**src/rtl/keyrom_reader.sv**
```systemverilog
`default_nettype none
// ============================================================================
// Module  : keyrom_reader
// Brief   : Fetches KEY_WORDS words from the secure key ROM and streams them
//           in address order over a valid/ready interface, wiping each word
//           once consumed.
// Revision: 1.0
// ============================================================================
module keyrom_reader #(
    parameter int ADDR_MSB  = 4,
    parameter int MEM_SIZE  = 20,
    parameter int BASE_ADDR = 0,
    parameter int KEY_WORDS = 4
) (
    input  logic              mclk,
    input  logic              reset_n,
    input  logic              start,
    input  logic              abort,
    output logic [ADDR_MSB:0] rom_addr,
    output logic              rom_cen,
    input  logic [15:0]       rom_dout,
    output logic [15:0]       key_data,
    output logic              key_valid,
    input  logic              key_ready,
    output logic              key_last,
    output logic              busy,
    output logic              done
);

    localparam int c_AW   = ADDR_MSB + 1;
    localparam int c_IDXW = $clog2(KEY_WORDS) + 1;

    localparam logic [c_AW-1:0]   c_BASE     = c_AW'(BASE_ADDR);
    localparam logic [c_IDXW-1:0] c_LAST_IDX = c_IDXW'(KEY_WORDS - 1);
    localparam logic [c_IDXW-1:0] c_IDX_ONE  = c_IDXW'(1);

    localparam logic [1:0] c_IDLE = 2'd0;
    localparam logic [1:0] c_REQ  = 2'd1;
    localparam logic [1:0] c_CAPT = 2'd2;
    localparam logic [1:0] c_HOLD = 2'd3;

    generate
        if ((KEY_WORDS < 1) || (BASE_ADDR + KEY_WORDS > MEM_SIZE / 2)) begin : g_bad_range
            $error("keyrom_reader: BASE_ADDR+KEY_WORDS must fit within MEM_SIZE/2 words");
        end
    endgenerate

    logic [1:0]        r_state;
    logic [1:0]        w_state_nxt;
    logic [c_IDXW-1:0] r_index;
    logic [c_IDXW-1:0] w_index_nxt;
    logic [c_IDXW-1:0] w_index_inc;
    logic [c_AW-1:0]   r_rom_addr;
    logic [c_AW-1:0]   w_rom_addr_nxt;
    logic              r_rom_cen;
    logic              w_rom_cen_nxt;
    logic [15:0]       r_key_data;
    logic [15:0]       w_key_data_nxt;
    logic              r_key_valid;
    logic              w_key_valid_nxt;
    logic              r_key_last;
    logic              w_key_last_nxt;
    logic              r_busy;
    logic              w_busy_nxt;
    logic              r_done;
    logic              w_done_nxt;

    logic              w_handshake;
    logic              w_abort;

    assign w_handshake = r_key_valid & key_ready;
    assign w_abort     = abort & (r_state != c_IDLE);
    assign w_index_inc = r_index + c_IDX_ONE;

    always_ff @(posedge mclk or negedge reset_n) begin
        if (!reset_n) begin
            r_state     <= c_IDLE;
            r_index     <= '0;
            r_rom_addr  <= '0;
            r_rom_cen   <= 1'b1;
            r_key_data  <= '0;
            r_key_valid <= 1'b0;
            r_key_last  <= 1'b0;
            r_busy      <= 1'b0;
            r_done      <= 1'b0;
        end else begin
            r_state     <= w_state_nxt;
            r_index     <= w_index_nxt;
            r_rom_addr  <= w_rom_addr_nxt;
            r_rom_cen   <= w_rom_cen_nxt;
            r_key_data  <= w_key_data_nxt;
            r_key_valid <= w_key_valid_nxt;
            r_key_last  <= w_key_last_nxt;
            r_busy      <= w_busy_nxt;
            r_done      <= w_done_nxt;
        end
    end

    always_comb begin
        w_state_nxt = r_state;
        if (w_abort) begin
            w_state_nxt = c_IDLE;
        end else begin
            case (r_state)
                c_IDLE:  if (start) w_state_nxt = c_REQ;
                c_REQ:   w_state_nxt = c_CAPT;
                c_CAPT:  w_state_nxt = c_HOLD;
                c_HOLD:  if (w_handshake) w_state_nxt = r_key_last ? c_IDLE : c_REQ;
                default: w_state_nxt = c_IDLE;
            endcase
        end
    end

    // Registered outputs are computed one cycle early so rom_cen is low
    // exactly while the FSM sits in REQ.
    always_comb begin
        w_index_nxt     = r_index;
        w_rom_addr_nxt  = r_rom_addr;
        w_rom_cen_nxt   = 1'b1;
        w_key_data_nxt  = r_key_data;
        w_key_valid_nxt = r_key_valid;
        w_key_last_nxt  = r_key_last;
        w_busy_nxt      = r_busy;
        w_done_nxt      = 1'b0;
        if (w_abort) begin
            w_index_nxt     = '0;
            w_key_data_nxt  = '0;
            w_key_valid_nxt = 1'b0;
            w_key_last_nxt  = 1'b0;
            w_busy_nxt      = 1'b0;
        end else begin
            case (r_state)
                c_IDLE: begin
                    if (start) begin
                        w_index_nxt    = '0;
                        w_busy_nxt     = 1'b1;
                        w_rom_cen_nxt  = 1'b0;
                        w_rom_addr_nxt = c_BASE;
                    end
                end
                c_CAPT: begin
                    w_key_data_nxt  = rom_dout;
                    w_key_valid_nxt = 1'b1;
                    w_key_last_nxt  = (r_index == c_LAST_IDX);
                end
                c_HOLD: begin
                    if (w_handshake) begin
                        w_key_data_nxt  = '0;
                        w_key_valid_nxt = 1'b0;
                        w_key_last_nxt  = 1'b0;
                        if (r_key_last) begin
                            w_index_nxt = '0;
                            w_busy_nxt  = 1'b0;
                            w_done_nxt  = 1'b1;
                        end else begin
                            w_index_nxt    = w_index_inc;
                            w_rom_cen_nxt  = 1'b0;
                            w_rom_addr_nxt = c_BASE + c_AW'(w_index_inc);
                        end
                    end
                end
                default: begin
                end
            endcase
        end
    end

    assign rom_addr  = r_rom_addr;
    assign rom_cen   = r_rom_cen;
    assign key_data  = r_key_data;
    assign key_valid = r_key_valid;
    assign key_last  = r_key_last;
    assign busy      = r_busy;
    assign done      = r_done;

endmodule
`default_nettype wire

```
**config.mk**
```make
export PLATFORM = sky130hd
export DESIGN_NAME = keyrom_reader
export DESIGN_NICKNAME = d
export VERILOG_FILES = /design/src/rtl/keyrom_reader.sv
export SDC_FILE = /design/constraint.sdc
export NUM_CORES = 1
export LEC_CHECK = 0
export ABC_AREA = 1
export BUFFER_PORTS_ARGS = -buffer_cell sky130_fd_sc_hd__buf_2
export CAP_MARGIN = 20
export CORE_MARGIN = 5
export CORE_UTILIZATION = 45
export DETAILED_ROUTE_END_ITERATION = 8
export GPL_TIMING_DRIVEN = 0
export PLACE_DENSITY = 0.78
export SLEW_MARGIN = 15
export SYNTH_ARGS = -nofsm -noshare
export SYNTH_HDL_FRONTEND = slang
export SYNTH_SLANG_ARGS = --single-unit
```
**constraint.sdc**
```tcl
create_clock -name mclk -period 1.55 [get_ports mclk]
set_input_delay 0.155 -clock mclk [delete_from_list [all_inputs] [get_ports mclk]]
set_output_delay 0.155 -clock mclk [all_outputs]
set_load 0.1 [all_outputs]
```
==> results.md, run 1 <==
* Yosys top cell area share at slightly below 50%
* Violated checks: setup timing
* Avg Cell Area, Syn at approximately 8.4 um2
* Largest family of logic cells by synthesized area: simple AND/OR/NAND/NOR gates
* Post-synthesis register bit count at 29
* Fraction of registers with async set/reset at between 90% and 100%
* First-pass iteration count of the detailed router at 4
* Largest net degree at the start of global routing at 30
* Bufs on Longest Clock Path at 2
* Slowest stage cell, crit path: dfrtp_2
* Status: complete, but fails checks
* Routed len/inst at 12.88 um
* Diode count at 0
* Reg2Reg Depth at 10
* RD Place Congestion at between 0.8 and 0.9
* F_max at between 600 and 700 MHz
* Area Growth Syn to Fin at 40.98%
* Core area at 0.003078 mm2
* Mapped Cells at between 150 and 200
* # Max-Cap Violations at 0
* Final hold viol count at 0
* FF-to-FF Start: r_state[0]$_DFFE_PN0P_
* Clock period minus final worst setup slack at about 1600 ps
* # IOs at 47
* Final antenna-violating net count at 0
* Worst path arrival time at approximately 1800 ps
* Primary FF master, synth: dfrtp_1
* CP Max Fanout at 8
* Ranking of synthesized cells by area: dfrtp_1, nand2_1, o21ai_0, ha_1, nand3_1
* NumNets Final at 271
* Reg-to-reg slack, setup at -10 ps
* Post-route DRC at 0
* Unique masters post-synth at 20
* I/O Buffers at 44
* Sequential area share after synthesis at 50.13%
* Least-Margin Pin Slew at about 630 ps
* Startpoint type of the worst setup path: flip-flop
* Final WL at ~3700 um
* Finish-stage setup viols at 1
* GRT Residual Overflow at 0
* Worst EP required at between 1500 and 2000 ps
* Critical path, cell by cell: inv_4 > ha_4 > inv_2 > nand2_4 > nand2_4 > o21ai_4 > buf_12 > buf_8 > nand2_1 > o21ai_0
* Multiplexer share of the synthesized area at 0%
* Commonest cells post-synth: nand2_1, dfrtp_1, o21ai_0, inv_1, nand3_1
* Hold Crit Class: input pin to flip-flop
* Vias per inst at around 4.8
* Via Count at ~1400
* Fin cells at ~290
* Dpl cells at roughly 260
* Fraction of layout cells with a size suffix above 1 at approximately 43%
* Hpwl dp at about 2300 um
* First-pass GRT wire length at roughly 5600 um
* Tcrit/Tclk final at 100.7%
* Initial antenna violation count at 0
* Post-synth EDFFs at 0
* Top-count cell post-synth: nand2_1
* Clock Pin Slew Worst Setup and Hold Paths at 100 ps
* Post-Route Skew at about 8.6 ps
* Crit path largest cell delay at around 470 ps
* Hold Crit Endpoint: key_data[4]$_DFFE_PN0P_
* Die area at 0.004458 mm2
* CTS HTree Levels at 2
* Setup CP Type: flip-flop to flip-flop
* Num rows at 20
* Levels on crit path at 10
* 1st-iter DRT viols at around 110
* Max Slew Vio Count at 0
* Die X at roughly 67 um
* Worst rel slew slack at 57.94%
* Hold Path Cell Cnt at 3
* Synthesis warning total at 0
* Reg2reg end: key_valid$_DFFE_PN0P_
* Largest area contributor in the netlist: dfrtp_1
* CTS tree: yes
* Num CTS Buffers at 5
* Die span in y at 66.77 um
* Synth Area in XOR/XNOR at 0%
* Fill cells at 261
* Synth Area in Compound Gates at 8.628%
* Worst Hold Launch: rom_dout[4]
* Unrepaired setup endpoints after global routing: true
* Crit-path most repeated cell: nand2_4
* Clock latency at the later pin of the worst-skew pair at between 300 and 400 ps
* Initial Util at between 40% and 50%
* Vias in the first global route at roughly 1300
* Mapped Area at 0.001450 mm2
* Total routing usage reported by global routing at about 17%
* Crit. End Element: flip-flop
* Cell family with most CP delay: flip-flops
* Simple-gate share of the synthesized area at 27.44%
* Buf/Inv on CP at 4
* Clock root buffer: clkbuf_4
* Final worst slack at -11.62 ps
* Adder-Cell Fraction of Synth Area at 6.040%
* CTS Sinks at 29
==> kinds of logic (layout without fill, tap and decap cells) <==
group,Yosys count,after routing
AO/OA/AOI/OAI,22,22
adder cells (fa/ha/maj),7,7
buffers and inverters,20,89
flip-flops,29,29
other,1,2
AND/OR/NAND/NOR,94,95
==> cells in the final DEF (no fill, tap or decap), types with 2 or more instances in the layout <==
master	synthesis	routed
buf_2	0	44
buf_4	3	11
buf_6	3	8
buf_8	0	2
clkbuf_4	0	5
clkinv_2	0	2
conb_1	1	2
dfrtp_1	28	25
dfrtp_2	0	3
ha_1	7	4
ha_4	0	2
inv_1	13	8
inv_2	1	5
nand2_1	66	62
nand2_2	2	4
nand2_4	1	3
nand3_1	11	10
nor2_1	10	7
nor2_2	0	4
nor2_4	2	2
o21ai_0	19	6
o21ai_1	0	10
o21ai_2	0	3
==> final cells by class <==
type                       count  area [um2]  share of cell area, %
buffer                         6       67.56                  3.305
clock buffer                   6       41.29                  2.020
clock inverter                 2       10.01                 0.4896
inverter                      14       55.05                  2.693
multi-input combinational    126       699.4                  34.21
sequential                    29       730.7                  35.74
tap                           44       55.05                  2.693
timing repair buffer          61       385.4                  18.85
==> repair_timing <==
action | in CTS | in global routing
pin swaps | 3 | 9
hold buffers | 1 | 0
cloned | 3 | 2
gates resized for setup | 18 | 34
endpoints found under the setup margin | 24 | 27
setup buffers | 8 | 4
endpoints found under the hold margin | 28 | 0
==> sequential cells by signal (all words and copies together), names as in the netlist <==
| name | cells |
|---|---|
| r_index | 3 |
| r_state | 2 |
| key_valid | 1 |
| busy | 1 |
| rom_addr | 3 |
| key_last | 1 |
| key_data | 16 |
| rom_cen | 1 |
| done | 1 |
==> per-layer routing <==
metal  share of wire, %  global-route usage [%]  vias up  routed length (um)
li1                   -                       -      688                   -
met1                 39                   19.49      638                1433
met2                 52                   28.34       52                1929
met3                8.4                   6.577        4                 311
met4                1.0                   6.599        0                  37
met5                  0                       0        -                   0
==> tightest hold or removal path, delay by kind of cell <==
family                 cells  cell delay, ps
AND/OR/NAND/NOR            1              50
buffers and inverters      1              90
AO/OA/AOI/OAI              1              60
==> how the worst max path moves through the flow <==
stage / start / to / slack [ps]
floorplan: key_last$_DFFE_PN0P_ / r_index[0]$_DFFE_PN0P_ / 30
global placement: r_state[0]$_DFFE_PN0P_ / key_data[12]$_DFFE_PN0P_ / -80
detailed placement: r_state[0]$_DFFE_PN0P_ / key_data[8]$_DFFE_PN0P_ / -120
CTS: r_state[0]$_DFFE_PN0P_ / key_data[12]$_DFFE_PN0P_ / 3
global route: r_state[0]$_DFFE_PN0P_ / key_valid$_DFFE_PN0P_ / -80
finish: r_state[0]$_DFFE_PN0P_ / key_valid$_DFFE_PN0P_ / -10
==> through the flow <==
| stage | setup slack [ps] | util [%] | hold slack [ps] | area [um2] | setup TNS (ps) |
|---|---|---|---|---|---|
| 6_report | -11.62 | 66.42 | 54.91 | 2044 | -11.62 |
| 5_1_grt | -81.31 | 66.42 | 31.49 | 2044 | -680.0 |
| 4_1_cts | 3.289 | 62.60 | 46.52 | 1927 | 0 |
| 3_5_place_dp | -122.0 | 56.22 | 212.2 | 1730 | -1917 |
| 3_3_place_gp | -80.45 | 56.22 | 208.5 | 1730 | -1263 |
| 2_1_floorplan | 34.16 | - | -140.6 | 1455 | 0 |
Power of run 1 is not shown: default switching activity piles up to over one toggle a cycle in this logic, so the estimate is an artifact.
==> inputs of run 2 (changes only) <==
Settings changed: ABC_AREA 1 to unset.
==> run 2 against run 1 <==
Net effect:
- the run still ends with setup timing left
- die area shrank 0.73%
- flip-flop and latch count is the same
- final area shrank 4.2%
- global-route usage shrank 1.7 points
- sequential share of layout area grew 1.6 points
- cell count shrank 11%
- maximum frequency shrank 3.8%
- register-to-register slack lost 60 ps
- utilization shrank 2.2 points
- routed wire length shrank 13%
- setup slack lost 61 ps
- clock skew shrank 2.1 ps
- critical endpoint is now rom_addr[0]$_DFFE_PN0P_
- largest cell class unchanged
==> results.md, run 2 <==
* Clock Pin Slew Worst Setup and Hold Paths at 90 ps (about the same)
* Fraction of layout cells with a size suffix above 1 at 42.72% (-0.31 points)
* Primary FF master, synth: dfrtp_1
* Gr busiest metal: met2
* Reg-to-reg slack, setup at -70 ps (-60 ps)
* Die span in y at 66.52 um (-0.37%)
* Total routing usage reported by global routing at 15.31% (-1.7 points)
* Met2 Track Usage GR at 25.65% (-2.7 points)
* Final antenna-violating net count at 0 (unchanged)
* Initial Util at 47.09% (about the same)
* Post-synthesis register bit count at 29 (unchanged)
* FF-to-FF Start: r_state[1]$_DFFE_PN0P_
* Least-Margin Pin Slew at 625.2 ps (-5.737 ps)
* NumNets Final at 240 (-11%)
* 1st-iter DRT viols at 50 (-53%)
* Clock period minus final worst setup slack at 1623 ps (+61.15 ps)
* Worst Hold Launch: rom_dout[5]
* Violated checks: setup timing
* RD Place Congestion at 0.8239 (-1.6%)
* FF/Latch Area at 732.0 um2 (+0.17%)
* Die X at 66.52 um (-0.37%)
* Bufs on Longest Clock Path at 2 (unchanged)
* Area Growth Syn to Fin at 36.29%
* CTS Sinks at 29 (unchanged)
* Hold Crit Endpoint: key_data[5]$_DFFE_PN0P_
* Largest area contributor in the netlist: dfrtp_1
* Max Slew Vio Count at 0 (unchanged)
* # IOs at 47 (unchanged)
* Hold Crit Class: input pin to flip-flop
* Synthesis warning total at 0 (unchanged)
* Place WS at -224.2 ps (-102.2 ps)
* Fraction of registers with async set/reset at 100.0% (unchanged)
* Sequential area share after synthesis at 50.57% (+0.44 points)
* Worst EP required at 1760 ps (-30 ps)
* Worst path arrival time at 1830 ps (+30 ps)
* Post-route DRC at 0 (unchanged)
* Buf/Inv on CP at 0 (-4)
* Cell family with most CP delay: flip-flops
* Yosys top cell area share at 48.74% (+0.42 points)
* Final WL at 3218 um (-13%)
* Die area at 0.004425 mm2 (-0.73%)
* CP Max Fanout at 6 (-2)
* Initial antenna violation count at 0 (unchanged)
* Routed len/inst at 12.52 um (-2.8%)
* Unique masters post-synth at 31 (+55%)
* Final hold viol count at 0 (unchanged)
* Core area at 0.003053 mm2 (-0.81%)
* Util after Layout at 64.18% (-2.2 points)
* Critical path, cell by cell: ha_2 > a21boi_4 > nor3_4 > nand3_2 > mux2_4
* Worst rel slew slack at 58.32% (+0.38 points)
* First-pass GRT wire length at 5161 um (-8.4%)
* Top-count cell post-synth: nand2_1
* # Max-Cap Violations at 0 (unchanged)
* CTS HTree Levels at 2 (unchanged)
* Startpoint type of the worst setup path: flip-flop
* Setup CP Type: flip-flop to flip-flop
* Tcrit/Tclk final at 104.7% (+3.9 points)
* Post-Route Skew at 6.438 ps (-2.144 ps)
* Clock root buffer: clkbuf_4
* Fin cells at 257 (-11%)
* F_max at 616.2 MHz (-3.8%)
* Fill cells at 252 (-3.4%)
* Post-synth EDFFs at 0 (unchanged)
* Max FFs per register at 16 (unchanged)
* Hold Path Cell Cnt at 3 (unchanged)
* First-pass iteration count of the detailed router at 7 (+3)
* Global routing usage on met1 at 17.30% (-2.2 points)
* Finish-stage setup viols at 3 (+2)
* Avg Cell Area, Syn at 9.584 um2 (+14%)
* I/O Buffers at 44 (unchanged)
* Crit. End Element: flip-flop
* Commonest cells post-synth: nand2_1, dfrtp_1, nand3_1, ha_1
* Mapped Cells at 150 (-13%)
* Met3 Use GR at 4.890% (-1.7 points)
* Ranking of synthesized cells by area: dfrtp_1, nand2_1, nand3_1, ha_1, nor2b_1
* Diode count at 0 (unchanged)
* Slowest stage cell, crit path: dfrtp_1
* Vias in the first global route at 1196 (-5.9%)
* Via Count at 1245 (-9.9%)
* Clock latency at the later pin of the worst-skew pair at 320 ps (about the same)
* GRT Residual Overflow at 0 (unchanged)
* Crit path largest cell delay at 440 ps (-30 ps)
* Num rows at 20 (unchanged)
* Dpl cells at 239 (-8.8%)
* Unrepaired setup endpoints after global routing: true
* Vias per inst at 4.844 (+0.95%)
* Hpwl dp at 2255 um (-2.9%)
* Mapped Area at 0.001438 mm2 (-0.86%)
* Commonest non-fill, non-tap cell in the layout: buf_2
* Most frequent cells in the layout: buf_2, nand2_1, dfrtp_1
* Status: complete, but fails checks
* Area of the multi-input gates at 718.2 um2 (+2.7%)
* Reg2reg end: rom_addr[0]$_DFFE_PN0P_
* Reg2Reg Depth at 5 (-5)
* CTS tree: yes
* Final worst slack at -72.78 ps (-61.15 ps)
* Num CTS Buffers at 5 (unchanged)
* Largest net degree at the start of global routing at 30 (unchanged)
[run 2: area by class of cell]
type / count / area share (%)
multi-input cells: 109 / 36.65
well taps: 44 / 2.810
flip-flops and latches: 29 / 37.36
plain buffers: 7 / 3.257
clock inverters: 1 / 0.2554
clock buffers: 7 / 3.321
repair buffers: 54 / 15.20
inverters: 6 / 1.149
[run 2: worst register-to-register path, cell delays in order, from the launching register on]
cell and delay [ps]:
dfrtp_1 440, ha_2 220, a21boi_4 170, nor3_4 220
nand3_2 150, mux2_4 320
[run 2: metal layers]
metal	vias to the layer above	wire, um
li1	623	-
met2	47	1520
met4	0	58
met1	568	1379
met3	7	260
met5	-	0
[run 2: logic make-up after synthesis]
| family | share of synthesized area, % |
|---|---|
| DFF | 50.57 |
| buffers and inverters | 5.135 |
| muxes | 2.263 |
| adders and majority gates | 6.092 |
| other | 0.2608 |
| and+or+nand+nor | 26.98 |
| AOI/OAI and AO/OA | 8.704 |
[run 2: stage by stage]
step           cell area, um2  hold slack, ps  setup TNS [ps]
4_1_cts                  1882           40.90          -254.0
3_5_place_dp             1722           210.5           -2851
5_1_grt                  1959           35.12           -1278
3_3_place_gp             1722           213.4           -2253
6_report                 1959           46.93          -169.5
2_1_floorplan            1446          -140.6               0
[run 2: worst max path at each step]
stage | from | depth (start not counted) | slack (ps) | end
6_report | r_state[1]$_DFFE_PN0P_ | 5 | -70 | rom_addr[0]$_DFFE_PN0P_
3_3_place_gp | r_state[0]$_DFFE_PN0P_ | 7 | -180 | key_data[10]$_DFFE_PN0P_
4_1_cts | r_state[0]$_DFFE_PN0P_ | 5 | -30 | rom_addr[0]$_DFFE_PN0P_
3_5_place_dp | r_state[0]$_DFFE_PN0P_ | 7 | -220 | key_data[10]$_DFFE_PN0P_
5_1_grt | r_state[1]$_DFFE_PN0P_ | 5 | -120 | rom_addr[0]$_DFFE_PN0P_
2_1_floorplan | r_state[0]$_DFFE_PN0P_ | 5 | 2 | rom_addr[0]$_DFFE_PN0P_
[run 2: timing repair]
action | 4_1_cts | 5_1_grt
endpoints found under the setup margin | 19 | 22
setup buffers | 6 | 3
hold endpoints to repair | 28 | 0
hold buffers | 1 | 0
pin swaps | 4 | 6
gates cloned | 0 | 0
resized for setup | 9 | 17
Power of run 2 is left out for the same reason.
==> inputs of run 3 (changes only) <==
Settings changed: PLACE_DENSITY 0.78 to unset, PLACE_DENSITY_LB_ADDON set to 0.3.
==> run 3 against run 2 <==
Net effect:
- the run still ends with setup timing left
- via count is 2.5% higher
- setup slack better by 38 ps
- register-to-register slack better by 40 ps
- global-route usage is 1.1 points higher
- die area stayed put
- non-clock buffer count stayed put
- highest routed layer unchanged
- first-iteration DRC count is 18% higher
- flip-flop and latch count stayed put
- cell count stayed put
- critical path depth stayed put
==> results.md, run 3 (synthesis gave the netlist of run 2 again) <==
* Initial Util at 47.09% (unchanged)
* Die X at 66.52 um (unchanged)
* Post-Route Skew at 10.24 ps (+3.799 ps)
* FF/Latch Area at 732.0 um2 (unchanged)
* Crit. End Element: flip-flop
* Final WL at 3327 um (+3.4%)
* Via Count at 1276 (+2.5%)
* I/O Buffers at 44 (unchanged)
* Worst rel slew slack at 57.56% (-0.77 points)
* Clock root buffer: clkbuf_4
* Finish-stage setup viols at 4 (+1)
* Reg2reg end: rom_addr[2]$_DFFE_PN0P_
* Reg-to-reg slack, setup at -40 ps (+40 ps)
* Num rows at 20 (unchanged)
* Commonest non-fill, non-tap cell in the layout: buf_2
* RD Place Congestion at 0.7973 (-3.2%)
* Max FFs per register at 16 (unchanged)
* Hold Crit Endpoint: key_data[13]$_DFFE_PN0P_
* 1st-iter DRT viols at 59 (+18%)
* Die span in y at 66.52 um (unchanged)
* GRT Residual Overflow at 0 (unchanged)
* Hold Crit Class: input pin to flip-flop
* F_max at 630.9 MHz (+2.4%)
* CP Max Fanout at 5 (-1)
* Hold Path Cell Cnt at 3 (unchanged)
* Core area at 0.003053 mm2 (unchanged)
* # Max-Cap Violations at 0 (unchanged)
* First-pass iteration count of the detailed router at 4 (-3)
* Num CTS Buffers at 5 (unchanged)
* NumNets Final at 240 (unchanged)
* # IOs at 47 (unchanged)
* Diode count at 0 (unchanged)
* Worst Hold Launch: rom_dout[13]
* Setup CP Type: flip-flop to flip-flop
* Worst path arrival time at 1790 ps (-40 ps)
* Startpoint type of the worst setup path: flip-flop
* Clock period minus final worst setup slack at 1585 ps (-37.63 ps)
* Fill cells at 261 (+3.6%)
* CTS tree: yes
* CTS HTree Levels at 2 (unchanged)
* Total routing usage reported by global routing at 16.39% (+1.1 points)
* Hpwl dp at 2403 um (+6.6%)
* Clock latency at the later pin of the worst-skew pair at 330 ps (about the same)
* CTS Sinks at 29 (unchanged)
* Area of the multi-input gates at 700.7 um2 (-2.4%)
* CP Launch Point: r_state[1]$_DFFE_PN0P_
* Dpl cells at 239 (unchanged)
* Largest net degree at the start of global routing at 30 (unchanged)
* Final antenna-violating net count at 0 (unchanged)
* Tcrit/Tclk final at 102.3% (-2.4 points)
* First-pass GRT wire length at 5375 um (+4.1%)
* Final worst slack at -35.15 ps (+37.63 ps)
* Fraction of layout cells with a size suffix above 1 at 41.31% (-1.4 points)
* Least-Margin Pin Slew at 636.7 ps (+11.49 ps)
* Area Growth Syn to Fin at 34.55%
* Initial antenna violation count at 0 (unchanged)
* Vias per inst at 4.965 (+2.5%)
* Vias in the first global route at 1237 (+3.4%)
* Worst EP required at 1760 ps (about the same)
* Most frequent cells in the layout: buf_2, nand2_1, dfrtp_1
* Unrepaired setup endpoints after global routing: true
* Die area at 0.004425 mm2 (unchanged)
* Bufs on Longest Clock Path at 2 (unchanged)
* Max Slew Vio Count at 0 (unchanged)
* FF-to-FF Start: r_state[1]$_DFFE_PN0P_
* Post-route DRC at 0 (unchanged)
* Reg2Reg Depth at 5 (unchanged)
* Fin cells at 257 (unchanged)
* Violated checks: setup timing
* Final hold viol count at 0 (unchanged)
* Clock Pin Slew Worst Setup and Hold Paths at 100 ps (about the same)
* Status: complete, but fails checks
* Routed len/inst at 12.95 um (+3.4%)
## run 3: per-layer routing
layer	track usage (%)	vias up	routed length (um)	part of all wire (%)
li1	-	626	-	-
met1	17.77	607	1367	41
met2	28.50	38	1684	51
met3	6.745	5	238	7.2
met4	5.838	0	37	1.1
met5	0	-	0	0
## run 3: worst max-delay path: stages (launching register included)
cell and delay, ps:
dfrtp_1 430, ha_2 210, a21boi_4 160, nor3_4 190, nand3_2 150, mux2_4 320
## run 3: through the flow
step	instance area [um2]	hold WS [ps]	setup WS, ps	setup TNS (ps)	util (%)
global placement	1722	205.9	-127.8	-1561	56.39
finish	1934	49.31	-35.15	-97.30	63.36
floorplan	1446	-140.6	1.940	0	-
global route	1934	28.74	-93.91	-1483	63.36
detailed placement	1722	215.2	-208.0	-2350	56.39
CTS	1878	32.11	-11.25	-21.48	61.52
## run 3: worst max path at each step
stage / slack, ps / cells after the start / end
5_1_grt: -90 / 7 / key_data[12]$_DFFE_PN0P_
3_5_place_dp: -210 / 7 / key_data[9]$_DFFE_PN0P_
6_report: -40 / 5 / rom_addr[2]$_DFFE_PN0P_
2_1_floorplan: 2 / 5 / rom_addr[0]$_DFFE_PN0P_
4_1_cts: -10 / 5 / rom_addr[2]$_DFFE_PN0P_
3_3_place_gp: -130 / 7 / key_data[15]$_DFFE_PN0P_
## run 3: timing repair
item / 4_1_cts / 5_1_grt
resized for setup: 12 / 13
hold buffers: 1 / 0
pin swaps: 3 / 8
gates cloned: 0 / 1
hold endpoints to repair: 28 / 0
setup buffers: 6 / 2
endpoints found under the setup margin: 20 / 19
## run 3: area by class of cell
| class | count | area share (%) |
|---|---|---|
| timing repair buffer | 54 | 15.59 |
| clock buffer | 8 | 3.040 |
| buffer | 7 | 3.299 |
| multi-input combinational | 109 | 36.22 |
| tap | 44 | 2.846 |
| sequential | 29 | 37.84 |
| inverter | 6 | 1.164 |
Power of run 3 is left out for the same reason.
